[src/rtl/sys_math_pkg.sv]
// Shared definitions for the sys_divq divider.
//   state_t  : controller states IDLE -> PREP -> RUN -> FIX
//   negate64 : two's-complement negation on a 64-bit container
//   abs64    : magnitude of a 64-bit two's-complement value
// Callers sign- or zero-extend into 64 bits and size-cast the result
// back to their own width, so one pair of helpers serves every width.
package sys_math_pkg;

    typedef enum logic [1:0] {
        IDLE = 2'd0,
        PREP = 2'd1,
        RUN  = 2'd2,
        FIX  = 2'd3
    } state_t;

    function automatic logic [63:0] negate64(input logic [63:0] v);
        return ~v + 64'd1;
    endfunction

    // The most-negative value maps onto itself, which read as unsigned
    // is exactly its magnitude.
    function automatic logic [63:0] abs64(input logic [63:0] v);
        return v[63] ? negate64(v) : v;
    endfunction

endpackage

[src/rtl/sys_divq_step.sv]
// One restoring-division step (purely combinational).
//   rem_in  / rem_out : partial remainder, NB_DIV+1 bits
//   quo_in  / quo_out : dividend/quotient shift register, NB_NUM bits
//   dvs               : divisor magnitude, NB_DIV bits
// The dividend MSB is shifted into the partial remainder; if the result
// is at least the divisor it is reduced and a 1 is shifted into the
// quotient, otherwise a 0.
module sys_divq_step #(
    parameter int NB_NUM = 32,
    parameter int NB_DIV = 16
) (
    input  logic [NB_DIV:0]   rem_in,
    input  logic [NB_NUM-1:0] quo_in,
    input  logic [NB_DIV-1:0] dvs,
    output logic [NB_DIV:0]   rem_out,
    output logic [NB_NUM-1:0] quo_out
);

    logic [NB_DIV+1:0] shifted;
    logic              take;

    always_comb begin
        shifted = {rem_in, quo_in[NB_NUM-1]};
        take    = (shifted >= {2'b00, dvs});
        // shifted < 2*dvs, so the reduced value always fits NB_DIV+1 bits
        rem_out = take ? (shifted[NB_DIV:0] - {1'b0, dvs}) : shifted[NB_DIV:0];
        quo_out = {quo_in[NB_NUM-2:0], take};
    end

endmodule

[src/rtl/sys_divq.sv]
// Multi-cycle restoring divider: result = num / div, remainder = num % div.
// Optional macro SYS_DIVQ_SIGNED_EN adds the signed_op port and
// two's-complement handling (quotient truncated toward zero, remainder
// takes the dividend's sign). Without it the divider is unsigned only.
// Ports:
//   clk, reset      : clock and synchronous active-high reset
//   start, num, div : request pulse and operands (sampled together in IDLE)
//   signed_op       : signed-mode select (SYS_DIVQ_SIGNED_EN only)
//   busy, done      : operation in progress / one-cycle result strobe
//   result, remainder, div0 : outputs, held until the next done
// Latency start->done is NB_NUM+3 edges, or 2 edges for a zero divisor.
module sys_divq
    import sys_math_pkg::*;
#(
    parameter int NB_NUM = 32,
    parameter int NB_DIV = 16
) (
    input  logic              clk,
    input  logic              reset,
    input  logic              start,
    input  logic [NB_NUM-1:0] num,
    input  logic [NB_DIV-1:0] div,
`ifdef SYS_DIVQ_SIGNED_EN
    input  logic              signed_op,
`endif
    output logic              busy,
    output logic              done,
    output logic [NB_NUM-1:0] result,
    output logic [NB_DIV-1:0] remainder,
    output logic              div0
);

    localparam int CW = $clog2(NB_NUM + 1);
    // RUN spends one extra cycle at count == NB_NUM to hand over to FIX,
    // which is why the counter must be able to hold NB_NUM itself.
    localparam logic [CW-1:0] CNT_LAST = CW'(NB_NUM);

    state_t            state_reg, state_next;
    logic [CW-1:0]     count_reg;
    logic [NB_NUM-1:0] num_reg;
    logic [NB_DIV-1:0] div_reg;
    logic [NB_NUM-1:0] quo_reg;
    logic [NB_DIV:0]   rem_reg;
    logic [NB_DIV-1:0] dmag_reg;
    logic              zero_reg;
    logic              done_reg, div0_reg;
    logic [NB_NUM-1:0] result_reg;
    logic [NB_DIV-1:0] remainder_reg;

    logic [NB_NUM-1:0] num_mag, quo_step, res_fix;
    logic [NB_DIV-1:0] div_mag, rem_fix;
    logic [NB_DIV:0]   rem_step;

`ifdef SYS_DIVQ_SIGNED_EN
    logic signed_reg, num_neg_reg, div_neg_reg;
`endif

    sys_divq_step #(.NB_NUM(NB_NUM), .NB_DIV(NB_DIV)) u_step (
        .rem_in  (rem_reg),
        .quo_in  (quo_reg),
        .dvs     (dmag_reg),
        .rem_out (rem_step),
        .quo_out (quo_step)
    );

    always_comb begin
        state_next = state_reg;
        case (state_reg)
            IDLE:    if (start) state_next = PREP;
            PREP:    state_next = (div_reg == '0) ? FIX : RUN;
            RUN:     if (count_reg == CNT_LAST) state_next = FIX;
            FIX:     state_next = IDLE;
            default: state_next = IDLE;
        endcase
    end

    // Operand magnitudes for PREP and sign-corrected outputs for FIX.
    always_comb begin
`ifdef SYS_DIVQ_SIGNED_EN
        num_mag = signed_reg ? NB_NUM'(abs64(64'($signed(num_reg)))) : num_reg;
        div_mag = signed_reg ? NB_DIV'(abs64(64'($signed(div_reg)))) : div_reg;
        res_fix = (num_neg_reg ^ div_neg_reg) ? NB_NUM'(negate64(64'(quo_reg))) : quo_reg;
        rem_fix = num_neg_reg ? NB_DIV'(negate64(64'(rem_reg[NB_DIV-1:0])))
                              : rem_reg[NB_DIV-1:0];
`else
        num_mag = num_reg;
        div_mag = div_reg;
        res_fix = quo_reg;
        rem_fix = rem_reg[NB_DIV-1:0];
`endif
    end

    always_ff @(posedge clk) begin
        if (reset) begin
            state_reg     <= IDLE;
            count_reg     <= '0;
            num_reg       <= '0;
            div_reg       <= '0;
            quo_reg       <= '0;
            rem_reg       <= '0;
            dmag_reg      <= '0;
            zero_reg      <= 1'b0;
            done_reg      <= 1'b0;
            div0_reg      <= 1'b0;
            result_reg    <= '0;
            remainder_reg <= '0;
`ifdef SYS_DIVQ_SIGNED_EN
            signed_reg    <= 1'b0;
            num_neg_reg   <= 1'b0;
            div_neg_reg   <= 1'b0;
`endif
        end else begin
            state_reg <= state_next;
            done_reg  <= 1'b0;
            case (state_reg)
                IDLE: begin
                    if (start) begin
                        num_reg    <= num;
                        div_reg    <= div;
`ifdef SYS_DIVQ_SIGNED_EN
                        signed_reg <= signed_op;
`endif
                    end
                end
                PREP: begin
                    quo_reg   <= num_mag;
                    rem_reg   <= '0;
                    dmag_reg  <= div_mag;
                    count_reg <= '0;
                    zero_reg  <= (div_reg == '0);
`ifdef SYS_DIVQ_SIGNED_EN
                    num_neg_reg <= signed_reg & num_reg[NB_NUM-1];
                    div_neg_reg <= signed_reg & div_reg[NB_DIV-1];
`endif
                end
                RUN: begin
                    if (count_reg != CNT_LAST) begin
                        quo_reg   <= quo_step;
                        rem_reg   <= rem_step;
                        count_reg <= count_reg + 1'b1;
                    end
                end
                FIX: begin
                    done_reg <= 1'b1;
                    div0_reg <= zero_reg;
                    if (zero_reg) begin
                        result_reg    <= '1;
                        remainder_reg <= num_reg[NB_DIV-1:0];
                    end else begin
                        result_reg    <= res_fix;
                        remainder_reg <= rem_fix;
                    end
                end
                default: ;
            endcase
        end
    end

    assign busy      = (state_reg != IDLE);
    assign done      = done_reg;
    assign result    = result_reg;
    assign remainder = remainder_reg;
    assign div0      = div0_reg;

endmodule

[config.mk]
export PLATFORM = sky130hd
export DESIGN_NAME = sys_divq
export DESIGN_NICKNAME = d
export VERILOG_FILES = /design/src/rtl/sys_math_pkg.sv /design/src/rtl/sys_divq_step.sv /design/src/rtl/sys_divq.sv
export SDC_FILE = /design/constraint.sdc
export NUM_CORES = 1
export LEC_CHECK = 0
export ABC_AREA = 1
export CORE_MARGIN = 2
export CORE_UTILIZATION = 50
export CTS_BUF_LIST = sky130_fd_sc_hd__clkbuf_8
export CTS_CLUSTER_DIAMETER = 40
export DETAILED_ROUTE_END_ITERATION = 8
export GPL_ROUTABILITY_DRIVEN = 0
export PLACE_DENSITY_LB_ADDON = 0.1
export RECOVER_POWER = 25
export SLEW_MARGIN = 20
export SYNTH_ARGS = -nofsm -noshare
export SYNTH_HDL_FRONTEND = slang
export SYNTH_SLANG_ARGS = --single-unit
export TNS_END_PERCENT = 30
[constraint.sdc]
create_clock -name clk -period 2.84 [get_ports clk]
set_input_delay 0.284 -clock clk [delete_from_list [all_inputs] [get_ports clk]]
set_output_delay 0.284 -clock clk [all_outputs]
set_load 0.005 [all_outputs]
==> flow_summary_export.csv <==
group,metric,value,unit
run_status,status,"completed",
job,maxCapViolations,0,
layout,area_growth,19.5,%
die,num_rows,46,
hold_path,min-delay-start,"num[28]",
global_route,grt_overflow,0,
clock_tree,htree_num_levels,4,
sta,fin_crit_sh,0.761,
setup_path,cp-end-kind,"flip-flop",
clock_tree,ctsResizeCount,0,
setup_path,required,3170,ps
logic_synthesis,ys_ff_latch,172,
setup_path,crit_slowest_cell,"fa_1",
sta,fmax,0.463,GHz
global_route,antenna_found_initial,0,
logic_synthesis,synth_area,8020,um2
sta,fin_crit,2160,ps
hold_path,hold_path.class,"input pin to flip-flop",
clock_tree,clkTransAtPathRegs,90,ps
logic_synthesis,synth_flop_cell,"dfxtp_1",
clock_tree,cts_sinks,172,
die,ios,102,
setup_path,worstPathMaxFanout,18,
logic_synthesis,synth_fp_nets,1229,
clock_tree,cts_made_buffers,17,
layout,num-nets-final,1298,
logic_synthesis,yosysWarningCount,0,
sta,skew,11.4,ps
clock_tree,clock-root-buffer,"clkbuf_8",
setup_path,critPathTopFamily,"simple AND/OR/NAND/NOR gates",
clock_tree,cts_tree,"built",
route,route.detailed.drc,0,
route,wl,19.8,mm
layout,n_antenna_cell,0,
setup_path,crit_chain,"inv_1 -> ha_1 -> fa_1 -> inv_1 -> nand3_1 -> nand3_2 -> nand2_4 -> nand3_4 -> nand2_1 -> nand3_1 -> a21oi_1",
route,wl_per_cell,13.6,um
sta,rsz0062_at_grt,"no",
global_route,grt_pass1_wl,32.4,mm
power,leakagePower,0.00433,uW
setup_path,crit_path_start_kind,"flip-flop",
clock_tree,clock_path_buffers,2,
power,power,10900,uW
sta,finalSetupTns,0,ps
sta,slew_headroom,0.281,
global_route,grt_usage,0.240,
place,place_area,9140,um2
power,p_per_area,1130,nW/um2
setup_path,worstSetupPathType,"flip-flop to flip-flop",
logic_synthesis,ys_seq_area_frac,0.430,
logic_synthesis,synth_cell_types,38,
clock_tree,postCtsSetupBuffers,0,
die,start_util,0.508,
die,core,15800,um2
power,ir_drop,625,uV
sta,setup_viol,0,
setup_path,worst-path-buf-inv,2,
place,hpwl,13.7,mm
sta,hold_viol,0,
setup_path,arrival,2490,ps
layout,drive_gt1_frac,0.0583,
route,via_count,7463,
global_route,grt_pass1_vias,6707,
setup_path,r2r-start,"quo_reg[31]",
setup_path,critPathMaxStageDelay,430,ps
route,dr.pass1.iters,5,
route,post_drt_via_cell_ratio,5.14,
sta,drv_slew,0,
place,portBuffers,101,
die,die_area,17100,um2
logic_synthesis,avgSynthCellArea,6.95,um2
logic_synthesis,syn_inst,1154,
clock_tree,clk_latency,470,ps
global_route,grt_start_max_net_pins,68,
setup_path,cp-startpoint,"quo_reg[31]",
die,die_y,131,um
layout,stdcell_area,9580,um2
clock_tree,cts_hold_buffers,0,
logic_synthesis,synth_edf_count,0,
route,antenna_left,0,
route,drt_iter0_drc,514,
sta,worst_slew_pin_slew,1080,ps
logic_synthesis,ys_async_sr_fraction,0,
die,die_width,131,um
==> stage by stage <==
stage | hold slack (ps) | setup slack (ps) | utilization | std cells
detailed placement | 442 | 719 | 0.580 | 1420
global route | 430 | 504 | 0.608 | 1452
CTS | 408 | 690 | 0.608 | 1452
floorplan | 430 | 993 | - | 1154
finish | 438 | 678 | 0.608 | 1452
global placement | 438 | 737 | 0.580 | 1420
==> routing by layer <==
layer,up-vias,track usage,routed length [um]
met5,-,0,0
li1,3859,-,-
met2,170,0.378,8960
met1,3405,0.330,9400
met3,29,0.0521,1000
met4,0,0.0782,394
==> layout by cell type, fill, tap and decap left out, types with 2 or more instances in the layout <==
cell / Yosys / routed
nor3_1: 7 / 7
o21ai_0: 101 / 101
nand4_1: 18 / 18
xor2_1: 2 / 2
ha_1: 23 / 23
nand3_1: 56 / 56
nand3b_1: 4 / 4
nor2_2: 3 / 3
dfxtp_1: 172 / 172
clkbuf_8: 0 / 18
a31oi_1: 17 / 17
clkinv_1: 2 / 2
nand2_2: 5 / 6
clkinv_4: 0 / 2
bufinv_16: 0 / 4
clkinvlp_4: 0 / 5
inv_1: 125 / 126
nor2_1: 105 / 105
nand3_2: 2 / 2
nand2_1: 293 / 292
inv_2: 7 / 7
buf_4: 1 / 12
nor4_1: 2 / 2
dlygate4sd3_1: 0 / 36
clkdlybuf4s50_1: 0 / 65
nor2_4: 2 / 2
xnor2_1: 6 / 6
a21oi_1: 126 / 126
==> final cells by class <==
class,instances,area [um2]
Clock inverter,14,195
Fill cell,1562,6190
Inverter,134,503
Multi-Input combinational cell,783,3790
Tap cell,216,270
Clock buffer,18,248
Timing Repair Buffer,115,1130
Sequential cell,172,3440
==> synth_stat cells (5+ instances only) <==
library cell	number	share of area
nand2_2	5	0.0039
a31oi_1	17	0.013
ha_1	23	0.036
inv_1	125	0.059
a21oi_1	126	0.079
nand4_1	18	0.014
buf_1	8	0.0037
inv_2	7	0.0033
nand2_1	293	0.14
dfxtp_1	172	0.43
o21ai_0	101	0.063
nor3_1	7	0.0044
nand3_1	56	0.035
nor2_1	105	0.049
xnor2_1	6	0.0066
buf_2	8	0.0050
clkbuf_1	46	0.022
==> logic make-up (layout without fill, tap and decap cells) <==
family                   count (synthesis)  in the layout  synth area share
adder cells (fa/ha/maj)                 24             24            0.0384
AO/OA/AOI/OAI                          249            249             0.162
flip-flops                             172            172             0.430
AND/OR/NAND/NOR                        502            502             0.264
buffers and inverters                  199            281            0.0973
XOR/XNOR                                 8              8           0.00874
==> worst reg2reg max path, delay by kind of cell, from the launching register on <==
family	cells	cell delay [ps]
simple gates	6	760
compound gates	1	80
flops	1	330
fa+ha+maj	2	660
buf+inv	2	190
==> power breakdown <==
group	switching (uW)	total [uW]	leakage [uW]	internal, uW
Clock	920	1900	0.000210	984
Sequential	361	3300	0.00140	2940
Combinational	3690	5650	0.00272	1960
==> final timing paths <==
path | depth (start not counted) | slack (ps) | end
worst max register to register | 11 | 680 | rem_reg[7]
worst min-delay path | 3 | 440 | num_mag[28]
worst max-delay path | 11 | 680 | rem_reg[7]
worst min register to register | 2 | 460 | num_mag[27]
No activity file was read; power rests on OpenSTA's default activity.
